**src/rtl/hazard_scoreboard_if.sv**
```systemverilog
// hazard_scoreboard_if: D-stage hazard query bus between decode (master) and the scoreboard (slave).
interface hazard_scoreboard_if #(
  parameter int REG_AW = 5,
  parameter int TNEW_W = 2
);
  logic [REG_AW-1:0] d_rs_addr;
  logic              d_rs_use_vld;
  logic [TNEW_W-1:0] d_rs_tuse;
  logic [REG_AW-1:0] d_rt_addr;
  logic              d_rt_use_vld;
  logic [TNEW_W-1:0] d_rt_tuse;
  logic [REG_AW-1:0] d_dst_addr;
  logic              d_dst_vld;
  logic [TNEW_W-1:0] d_tnew;
  logic              d_md_use;
  logic [1:0]        d_md_start;
  logic              stall_d;
  logic [1:0]        fwd_rs_sel;
  logic [1:0]        fwd_rt_sel;
  logic              md_busy;
  logic [15:0]       perf_stall_cnt;
  modport master (
    output d_rs_addr, d_rs_use_vld, d_rs_tuse, d_rt_addr, d_rt_use_vld, d_rt_tuse,
           d_dst_addr, d_dst_vld, d_tnew, d_md_use, d_md_start,
    input  stall_d, fwd_rs_sel, fwd_rt_sel, md_busy, perf_stall_cnt
  );
  modport slave (
    input  d_rs_addr, d_rs_use_vld, d_rs_tuse, d_rt_addr, d_rt_use_vld, d_rt_tuse,
           d_dst_addr, d_dst_vld, d_tnew, d_md_use, d_md_start,
    output stall_d, fwd_rs_sel, fwd_rt_sel, md_busy, perf_stall_cnt
  );
endinterface

```
**src/rtl/hazard_scoreboard.sv**
```systemverilog
// hazard_scoreboard: E/M/W slot tracking, D-stage stall/forward selects and mult/div busy counter.
// Define HAZARD_PERF_EN to build the saturating stall-cycle counter on perf_stall_cnt.
module hazard_scoreboard #(
  parameter int REG_AW   = 5,
  parameter int TNEW_W   = 2,
  parameter int MULT_CYC = 5,
  parameter int DIV_CYC  = 10,
  parameter int CNT_W    = 4
) (
  input logic clk,
  input logic reset_n,
  hazard_scoreboard_if.slave bus
);
  logic [REG_AW-1:0] e_addr, m_addr, w_addr;
  logic              e_vld, m_vld, w_vld;
  logic [TNEW_W-1:0] e_tnew, m_tnew, w_tnew;
  logic [CNT_W-1:0]  cnt, cnt_nxt;
  logic [REG_AW-1:0] src_addr [2];
  logic              src_use  [2];
  logic [TNEW_W-1:0] src_tuse [2];
  logic [1:0]        src_sel  [2];
  logic [1:0]        dstall;
  logic              stall, md_stall;
  function automatic logic [TNEW_W-1:0] dec(input logic [TNEW_W-1:0] t);
    return (t != '0) ? t - TNEW_W'(1) : t;
  endfunction
  assign src_addr[0] = bus.d_rs_addr;
  assign src_use[0]  = bus.d_rs_use_vld;
  assign src_tuse[0] = bus.d_rs_tuse;
  assign src_addr[1] = bus.d_rt_addr;
  assign src_use[1]  = bus.d_rt_use_vld;
  assign src_tuse[1] = bus.d_rt_tuse;
  for (genvar s = 0; s < 2; s++) begin : g_src
    logic              hit_e, hit_m, hit_w, hit;
    logic [TNEW_W-1:0] t;
    assign hit_e = src_use[s] && src_addr[s] != '0 && e_vld && e_addr == src_addr[s];
    assign hit_m = src_use[s] && src_addr[s] != '0 && m_vld && m_addr == src_addr[s];
    assign hit_w = src_use[s] && src_addr[s] != '0 && w_vld && w_addr == src_addr[s];
    assign hit   = hit_e | hit_m | hit_w;
    // only the youngest matching slot decides both stall and forwarding
    assign t          = hit_e ? e_tnew : hit_m ? m_tnew : w_tnew;
    assign dstall[s]  = hit && t > src_tuse[s];
    assign src_sel[s] = (!hit || t != '0) ? 2'b00 : hit_e ? 2'b01 : hit_m ? 2'b10 : 2'b11;
  end
  assign md_stall       = bus.d_md_use && cnt != '0;
  assign stall          = dstall[0] | dstall[1] | md_stall;
  assign bus.stall_d    = stall;
  assign bus.fwd_rs_sel = src_sel[0];
  assign bus.fwd_rt_sel = src_sel[1];
  assign bus.md_busy    = cnt != '0;
  // a fresh start overrides any remaining count; a stalled start is ignored
  always_comb begin
    cnt_nxt = (cnt != '0) ? cnt - CNT_W'(1) : cnt;
    cnt_nxt = (!stall && bus.d_md_start == 2'b01) ? CNT_W'(MULT_CYC) :
              (!stall && bus.d_md_start == 2'b10) ? CNT_W'(DIV_CYC) : cnt_nxt;
  end
  always_ff @(posedge clk or negedge reset_n) begin
    if (!reset_n) begin
      {e_addr, e_vld, e_tnew} <= '0;
      {m_addr, m_vld, m_tnew} <= '0;
      {w_addr, w_vld, w_tnew} <= '0;
      cnt <= '0;
    end else begin
      {w_addr, w_vld, w_tnew} <= {m_addr, m_vld, dec(m_tnew)};
      {m_addr, m_vld, m_tnew} <= {e_addr, e_vld, dec(e_tnew)};
      e_addr <= bus.d_dst_addr;
      e_vld  <= !stall && bus.d_dst_vld && bus.d_dst_addr != '0;
      e_tnew <= bus.d_tnew;
      cnt    <= cnt_nxt;
    end
  end
`ifdef HAZARD_PERF_EN
  logic [15:0] perf;
  always_ff @(posedge clk or negedge reset_n) begin
    if (!reset_n) perf <= '0;
    else if (stall && perf != 16'hFFFF) perf <= perf + 16'd1;
  end
  assign bus.perf_stall_cnt = perf;
`else
  assign bus.perf_stall_cnt = '0;
`endif
endmodule
```
**src/flat_wrapper.sv**
```systemverilog
// flat-port wrapper written by rule: the top's interface ports become plain ports
module hazard_scoreboard_flat 
#(
  parameter int REG_AW   = 5,
  parameter int TNEW_W   = 2,
  parameter int MULT_CYC = 5,
  parameter int DIV_CYC  = 10,
  parameter int CNT_W    = 4
)
  (clk, reset_n, bus_d_rs_addr, bus_d_rs_use_vld, bus_d_rs_tuse, bus_d_rt_addr, bus_d_rt_use_vld, bus_d_rt_tuse, bus_d_dst_addr, bus_d_dst_vld, bus_d_tnew, bus_d_md_use, bus_d_md_start, bus_stall_d, bus_fwd_rs_sel, bus_fwd_rt_sel, bus_md_busy, bus_perf_stall_cnt);
  hazard_scoreboard_if #(.REG_AW(REG_AW), .TNEW_W(TNEW_W)) bus_i ();
  input logic clk;
  input logic reset_n;
  input wire logic [$bits(bus_i.d_rs_addr)-1:0] bus_d_rs_addr;
  input wire logic [$bits(bus_i.d_rs_use_vld)-1:0] bus_d_rs_use_vld;
  input wire logic [$bits(bus_i.d_rs_tuse)-1:0] bus_d_rs_tuse;
  input wire logic [$bits(bus_i.d_rt_addr)-1:0] bus_d_rt_addr;
  input wire logic [$bits(bus_i.d_rt_use_vld)-1:0] bus_d_rt_use_vld;
  input wire logic [$bits(bus_i.d_rt_tuse)-1:0] bus_d_rt_tuse;
  input wire logic [$bits(bus_i.d_dst_addr)-1:0] bus_d_dst_addr;
  input wire logic [$bits(bus_i.d_dst_vld)-1:0] bus_d_dst_vld;
  input wire logic [$bits(bus_i.d_tnew)-1:0] bus_d_tnew;
  input wire logic [$bits(bus_i.d_md_use)-1:0] bus_d_md_use;
  input wire logic [$bits(bus_i.d_md_start)-1:0] bus_d_md_start;
  output wire logic [$bits(bus_i.stall_d)-1:0] bus_stall_d;
  output wire logic [$bits(bus_i.fwd_rs_sel)-1:0] bus_fwd_rs_sel;
  output wire logic [$bits(bus_i.fwd_rt_sel)-1:0] bus_fwd_rt_sel;
  output wire logic [$bits(bus_i.md_busy)-1:0] bus_md_busy;
  output wire logic [$bits(bus_i.perf_stall_cnt)-1:0] bus_perf_stall_cnt;
  assign bus_i.d_rs_addr = bus_d_rs_addr;
  assign bus_i.d_rs_use_vld = bus_d_rs_use_vld;
  assign bus_i.d_rs_tuse = bus_d_rs_tuse;
  assign bus_i.d_rt_addr = bus_d_rt_addr;
  assign bus_i.d_rt_use_vld = bus_d_rt_use_vld;
  assign bus_i.d_rt_tuse = bus_d_rt_tuse;
  assign bus_i.d_dst_addr = bus_d_dst_addr;
  assign bus_i.d_dst_vld = bus_d_dst_vld;
  assign bus_i.d_tnew = bus_d_tnew;
  assign bus_i.d_md_use = bus_d_md_use;
  assign bus_i.d_md_start = bus_d_md_start;
  assign bus_stall_d = bus_i.stall_d;
  assign bus_fwd_rs_sel = bus_i.fwd_rs_sel;
  assign bus_fwd_rt_sel = bus_i.fwd_rt_sel;
  assign bus_md_busy = bus_i.md_busy;
  assign bus_perf_stall_cnt = bus_i.perf_stall_cnt;
  hazard_scoreboard #(.REG_AW(REG_AW), .TNEW_W(TNEW_W), .MULT_CYC(MULT_CYC), .DIV_CYC(DIV_CYC), .CNT_W(CNT_W)) u_core (.clk(clk), .reset_n(reset_n), .bus(bus_i));
endmodule
```
**config.mk**
```make
export PLATFORM = sky130hd
export DESIGN_NAME = hazard_scoreboard_flat
export DESIGN_NICKNAME = d
export VERILOG_FILES = /design/src/rtl/hazard_scoreboard_if.sv /design/src/rtl/hazard_scoreboard.sv /design/src/flat_wrapper.sv
export SDC_FILE = /design/constraint.sdc
export NUM_CORES = 1
export LEC_CHECK = 0
export ABC_AREA = 0
export BUFFER_PORTS_ARGS = -buffer_cell sky130_fd_sc_hd__buf_2
export CORE_AREA = 2 2 65 67
export CTS_CLUSTER_SIZE = 40
export DETAILED_ROUTE_END_ITERATION = 16
export DIE_AREA = 0 0 67 69
export PLACE_DENSITY = 0.74
export SLEW_MARGIN = 20
export SYNTH_ARGS = -nofsm -noshare
export SYNTH_HDL_FRONTEND = slang
export SYNTH_SLANG_ARGS = --single-unit
```
**constraint.sdc**
```tcl
create_clock -name clk -period 2.85 [get_ports clk]
set_input_delay 0 -clock clk [delete_from_list [all_inputs] [get_ports clk]]
set_output_delay 0 -clock clk [all_outputs]
set_load 0.02 [all_outputs]
```
**Yosys cells after proc, flatten, opt, wreduce, memory -nomap -nowiden**

Index checks and enable logic that the tools add are counted.

- Register bits after elaboration: 28
- Input bits: 29
- Output and inout port bits: 22
- Word-level logic and storage cells: 79

- $add $sub $neg: 3
- $lt $le $gt $ge: 2
- Equal/unequal tests: 8
- Mux-type cells: 15
- Bitwise logic cells: 6
- Reductions and logical operators: 35

Operators with widths:

| cell | number |
|---|---|
| $eq 5x5->1 | 6 |
| $logic_and 1x1->1 | 21 |
| $mux 2 | 10 |
| $reduce_bool 5->1 | 3 |
| $mux 4 | 3 |
| $reduce_bool 2->1 | 4 |
| $or 1x1->1 | 6 |
| $gt 2x2->1 | 2 |
| $reduce_bool 4->1 | 1 |
| $sub 2x1->2 const B | 2 |
| $sub 4x1->4 const B | 1 |
| $logic_not 1->1 | 3 |
| $reduce_bool 3->1 | 1 |
| $eq 2x1->1 const B | 1 |
| $eq 2x2->1 const B | 1 |
| $logic_or 1x1->1 | 2 |
| $mux 1 | 2 |

**Depth between registers and ports, before layout**

- Word-level depth: 14
- Gate-level depth with buffers: 12
- Mapped depth without buffers: 12

**Least setup slack after synthesis**

Ideal clock, no wire load.

- Kind: register to register
- From: register u_core.m_addr[1]
- To: register u_core.cnt[2]
- Library setup time: 0.124 ns
- Arrival: 2.746 ns
- Setup slack: -0.020 ns
- Cell stages (with the launch flop): 12
- Buffers on the path: 0
- Period minus slack after synthesis: 2.870 ns
- Path through: dfrtp_1 xor2_1 nor4_1 nand4_2 mux2i_1 a21oi_1 ha_1 nor2b_1 o21ai_0 a31oi_4 or3_4 a211o_1

- Word-level cells in the longest chain between the ends: 12
- Elaborated cells on any way between the ends: 24
- Those cells by class: order compare (2); eq/ne (2); mux (6); bitwise (6); reduce/logical (8)

Ends and longest elaborated chain:

| element | line | RTL |
|---|---|---|
| from (decl) | hazard_scoreboard.sv:14 | `logic [REG_AW-1:0] e_addr, m_addr, w_addr;` |
| from (signal assigned) | hazard_scoreboard.sv:65 | `{m_addr, m_vld, m_tnew} <= {e_addr, e_vld, dec(e_tnew)};` |
| $eq 5x5->1 | hazard_scoreboard.sv:37 | `assign hit_m = src_use[s] && src_addr[s] != '0 && m_vld && m_addr == src_addr[s];` |
| $logic_and 1x1->1 | hazard_scoreboard.sv:37 |  |
| $mux 2 (2 in series) | hazard_scoreboard.sv:41 | `assign t = hit_e ? e_tnew : hit_m ? m_tnew : w_tnew;` |
| $gt 2x2->1 | hazard_scoreboard.sv:42 | `assign dstall[s] = hit && t > src_tuse[s];` |
| $logic_and 1x1->1 | hazard_scoreboard.sv:42 |  |
| $or 1x1->1 (*) (2 in series) | hazard_scoreboard.sv:46 | `assign stall = dstall[0] \| dstall[1] \| md_stall;` |
| net bus_stall_d | flat_wrapper.sv:25 | `output wire logic [$bits(bus_i.stall_d)-1:0] bus_stall_d;` |
| $logic_not 1->1 (*) | hazard_scoreboard.sv:54, hazard_scoreboard.sv:55 |  |
| $logic_and 1x1->1 | hazard_scoreboard.sv:55 | `(!stall && bus.d_md_start == 2'b10) ? CNT_W'(DIV_CYC) : cnt_nxt;` |
| $mux 4 | hazard_scoreboard.sv:55 |  |
| $mux 4 | hazard_scoreboard.sv:54 | `cnt_nxt = (!stall && bus.d_md_start == 2'b01) ? CNT_W'(MULT_CYC) :` |
| to (signal assigned) | hazard_scoreboard.sv:69 | `cnt <= cnt_nxt;` |
| to (decl) | hazard_scoreboard.sv:17 | `logic [CNT_W-1:0] cnt, cnt_nxt;` |

The timed path passes the listed nets; every way through them passes the cells marked *.
A chain may end at the register's enable or synchronous reset.

**Worst setup path in the final report**

- From: register u_core.m_addr[1]
- To: output bus_stall_d

- Word-level cells in the longest chain between the ends: 8
- Elaborated cells on any way between the ends: 18
- Those cells by class: order compare (2); eq/ne (2); mux (4); bitwise (6); reduce/logical (4)

Ends and longest elaborated chain:

| element | line |
|---|---|
| $eq 5x5->1 | hazard_scoreboard.sv:37 |
| $logic_and 1x1->1 | hazard_scoreboard.sv:37 |
| $mux 2 (2 in series) | hazard_scoreboard.sv:41 |
| $gt 2x2->1 | hazard_scoreboard.sv:42 |
| $logic_and 1x1->1 | hazard_scoreboard.sv:42 |
| $or 1x1->1 (*) (2 in series) | hazard_scoreboard.sv:46 |
| to (decl) | flat_wrapper.sv:25 |

Mark *: on every way between the ends. The rest lies on a longest branch, timed or not.

==> metrics.md <==
| Metric | Value |
|---|---|
| Synth warn | 0 |
| Post-synthesis simple-gate area fraction | 0.176 |
| Mapped Cells | between 150 and 200 |
| Setup violations, final | 1 |
| Detail-routed net length per standard cell | ~14 microns |
| Tightest Hold Check Type | input port to flip-flop |
| Register area share after synthesis | 0.400 |
| CP Class | flip-flop to primary output |
| Total CTS buffers | 3 |
| Die width | 67 microns |
| Compound-cell area share of the yosys netlist | 0.0958 |
| Mux contribution to synthesized area | 0.0350 |
| Tot Pwr | 1190 uW |
| Gr ovfl total | 0 |
| Total Routing Usage GR | 0.173 |
| Layout cells sized above 1 | 0.326 |
| Min-Delay Endpoint | u_core.cnt[0] |
| R2R setup slack | 0 ns |
| Final HPWL from detailed placement | about 2800 microns |
| Yosys reg bits | 28 |
| Leading cell types in the layout, fill and taps excluded | buf_2, dfrtp_1, xor2_1 |
| Clock share of power | 0.262 |
| Switch share | 0.315 |
| Seq pwr share | 0.411 |
| Post-Syn Area per Cell | a little over 10 sq um |
| Clock root buffer | clkbuf_8 |
| Inst Count DP | around 260 |
| Post-Route Skew | approximately 0.0047 ns |
| Clk sink count | 28 |
| Final Critical Period | around 3 ns |
| Pleak | 0.00109 uW |
| # diodes | 0 |
| Final hold slack | between 0.009 and 0.01 ns |
| GP Congestion | between 0.8 and 0.9 |
| Detail Route Antenna Nets | 0 |
| Ports | between 50 and 60 |
| Hold depth | 3 |
| Peak supply drop | 376 uV |
| IO buf count | 34 |
| Most common cell after layout, fill and taps aside | buf_2 |
| Worst reg-to-reg path cell count | 12 |
| Netlist cell types | 36 |
| Endpoint class of the critical path | primary output |
| RSZ-0062 raised after global routing | true |
| Clk_lat worst skew | 0.27 ns |
| Starting DRT DRC Count | 18 |
| Largest net degree at the start of global routing | 29 |
| Number of global-route vias before repair | approximately 1400 |
| Nets | 266 |
| Post-DP Area | approximately 2000 sq um |
| Period utilization | 1.04 |
| Max Fclk | 338 MHz |
| Worst path required time | 2.85 ns |
| Comb pwr share | 0.327 |
| Post-Layout Cell Count | between 200 and 300 |
| Initial Utilization | 0.447 |
| Status | finished with violations |
| DR vias/cell | slightly below 5 |
| CTS tree | done |
| Main combinational cell family by area after synthesis | simple AND/OR/NAND/NOR gates |
| Total wire length | approximately 3800 microns |
| Synthesis-to-layout area growth | 29.6% |
| CP max FO | 4 |
| Crit start category | flip-flop |
| RR Endpoint | u_core.cnt[3] |
| Net Sw Power | ~380 uW |
| Die area | roughly 4600 sq um |
| Die height | between 60 and 70 microns |
| Max Transition Viols Final | 0 |
| Synthesized-area fraction occupied by adder cells | 0.0429 |
| H-tree depth | 1 |
| Max-cap violation count | 0 |
| HP Start | bus_d_md_start[0] |
| Pint | just over 800 uW |
| Worst setup margin | -0.111 ns |
| Initial antenna violation count | 0 |
| Initial DRT Pass Iterations | 4 |
| Rows | 23 |
| Final Hold Viols | 0 |
| First-pass GRT wire length | a little over 6000 microns |
| Worst slew pin tran | between 0.6 and 0.7 ns |
| Final Cell Area | around 2300 sq um |
| Post-Syn Area | about 1800 sq um |
| Reg clk slew, reported paths | 0.10 ns |
| Xor-xnor portion of the synthesized cell area | 0.160 |
| Violated checks | setup timing |
| Area of the core | 3910 sq um |
| Power Dens Cells | 525 nW/um^2 |
| R2R Path Start | u_core.m_addr[1] |
| DRC | 0 |
| Critical Path AT | 2.96 ns |
| Relative slew slack | 0.590 |
| CTS max path bufs | 2 |
| Vias | 1369 |
-- how the worst max path moves through the flow --
stage / from / endpoint / slack, ns / cells after the start
2_1_floorplan: u_core.m_addr[1] / u_core.cnt[2] / 0.06 / 11
3_3_place_gp: u_core.m_addr[3] / u_core.cnt[2] / -0.07 / 11
3_5_place_dp: u_core.m_addr[1] / u_core.cnt[2] / -0.1 / 11
4_1_cts: u_core.m_addr[1] / bus_stall_d / -0.13 / 14
5_1_grt: u_core.m_addr[1] / bus_stall_d / -0.24 / 12
6_report: u_core.m_addr[1] / bus_stall_d / -0.11 / 12
-- layout make-up --
type	count	area (sq um)
fill	356	1650
multi-input combinational	131	1010
clock buffer	3	41.3
tap	50	62.6
sequential	28	701
timing repair buffer	59	394
clock inverter	1	30.0
inverter	8	30.0
-- power by group through the flow --
stage / clock (uW) / combinational, uW / sequential (uW)
3_5_place_dp: 0 / 351 / 498
5_1_grt: 336 / 438 / 497
6_report: 312 / 390 / 490
4_1_cts: 318 / 369 / 490
2_1_floorplan: 0 / 274 / 489
3_3_place_gp: 0 / 346 / 497
-- synthesized netlist by cell type --
cell type / n / share of area
o41a_1: 1 / 0.0064
xnor2_1: 8 / 0.040
o21ai_0: 6 / 0.017
nor4_2: 1 / 0.0071
a211oi_1: 3 / 0.013
a21oi_1: 5 / 0.014
or3_4: 1 / 0.0064
nand4_2: 4 / 0.029
dfrtp_1: 28 / 0.40
o21a_1: 2 / 0.0086
nand2b_1: 2 / 0.0071
mux2_2: 1 / 0.0064
a31oi_1: 1 / 0.0036
and3_1: 2 / 0.0071
a21boi_0: 1 / 0.0043
clkbuf_1: 1 / 0.0021
mux2i_1: 5 / 0.029
o31ai_1: 1 / 0.0043
or4_1: 3 / 0.013
xor2_1: 24 / 0.12
nand3b_1: 1 / 0.0043
conb_1: 1 / 0.0021
nor3_1: 1 / 0.0029
or3b_1: 2 / 0.010
buf_4: 16 / 0.069
and2_1: 4 / 0.014
nor2b_1: 4 / 0.014
inv_1: 8 / 0.017
ha_1: 6 / 0.043
a31oi_4: 1 / 0.012
nor4_1: 6 / 0.021
a31oi_2: 1 / 0.0071
a211o_1: 1 / 0.0050
nand4_1: 2 / 0.0071
nand2_1: 7 / 0.015
nor2_1: 8 / 0.017
-- metrics by stage --
step	utilization	worst slack (ns)	TNS, ns
6_report	0.580	-0.111	-0.111
3_3_place_gp	0.511	-0.0704	-0.0729
4_1_cts	0.562	-0.134	-0.134
2_1_floorplan	-	0.0564	0
5_1_grt	0.580	-0.235	-0.673
3_5_place_dp	0.511	-0.0966	-0.207
-- sequential cells by signal, summed over array words and instances (netlist names) --
signal	cells
u_core.w_vld	1
u_core.m_tnew	2
u_core.w_addr	5
u_core.e_vld	1
u_core.m_addr	5
u_core.m_vld	1
u_core.e_addr	5
u_core.cnt	4
u_core.w_tnew	2
u_core.e_tnew	2
-- per-layer routing --
layer / up-vias / share of wire / GRT usage
met4: 0 / 0 / 0.0204
li1: 677 / - / -
met2: 31 / 0.56 / 0.328
met1: 661 / 0.41 / 0.201
met5: - / 0 / 0
met3: 0 / 0.033 / 0.0326
-- cells by family after synthesis --
| kind of cell | count (synthesis) |
|---|---|
| simple gates | 48 |
| compound gates | 23 |
| mux | 6 |
| fa+ha+maj | 6 |
| buf+inv | 25 |
| xor+xnor | 32 |
| other cells | 1 |
| flops | 28 |
-- critical path: stages (launching register included) --
cell	delay, ns
dfrtp_1	0.42
xor2_1	0.17
nor4_2	0.34
nand4_2	0.16
mux2i_1	0.15
a21oi_1	0.15
ha_1	0.25
nor2b_2	0.16
o21ai_2	0.16
a31oi_4	0.06
or3_4	0.40
buf_6	0.14
buf_6	0.12
-- timing repair --
item,in CTS,in global routing
gates resized for setup,5,13
buffers inserted,2,3
pin swaps,3,2
gates cloned,0,0
hold buffers,9,0
setup endpoints to repair,6,6
endpoints found under the hold margin,36,0
(Power assumes the default switching activity.)
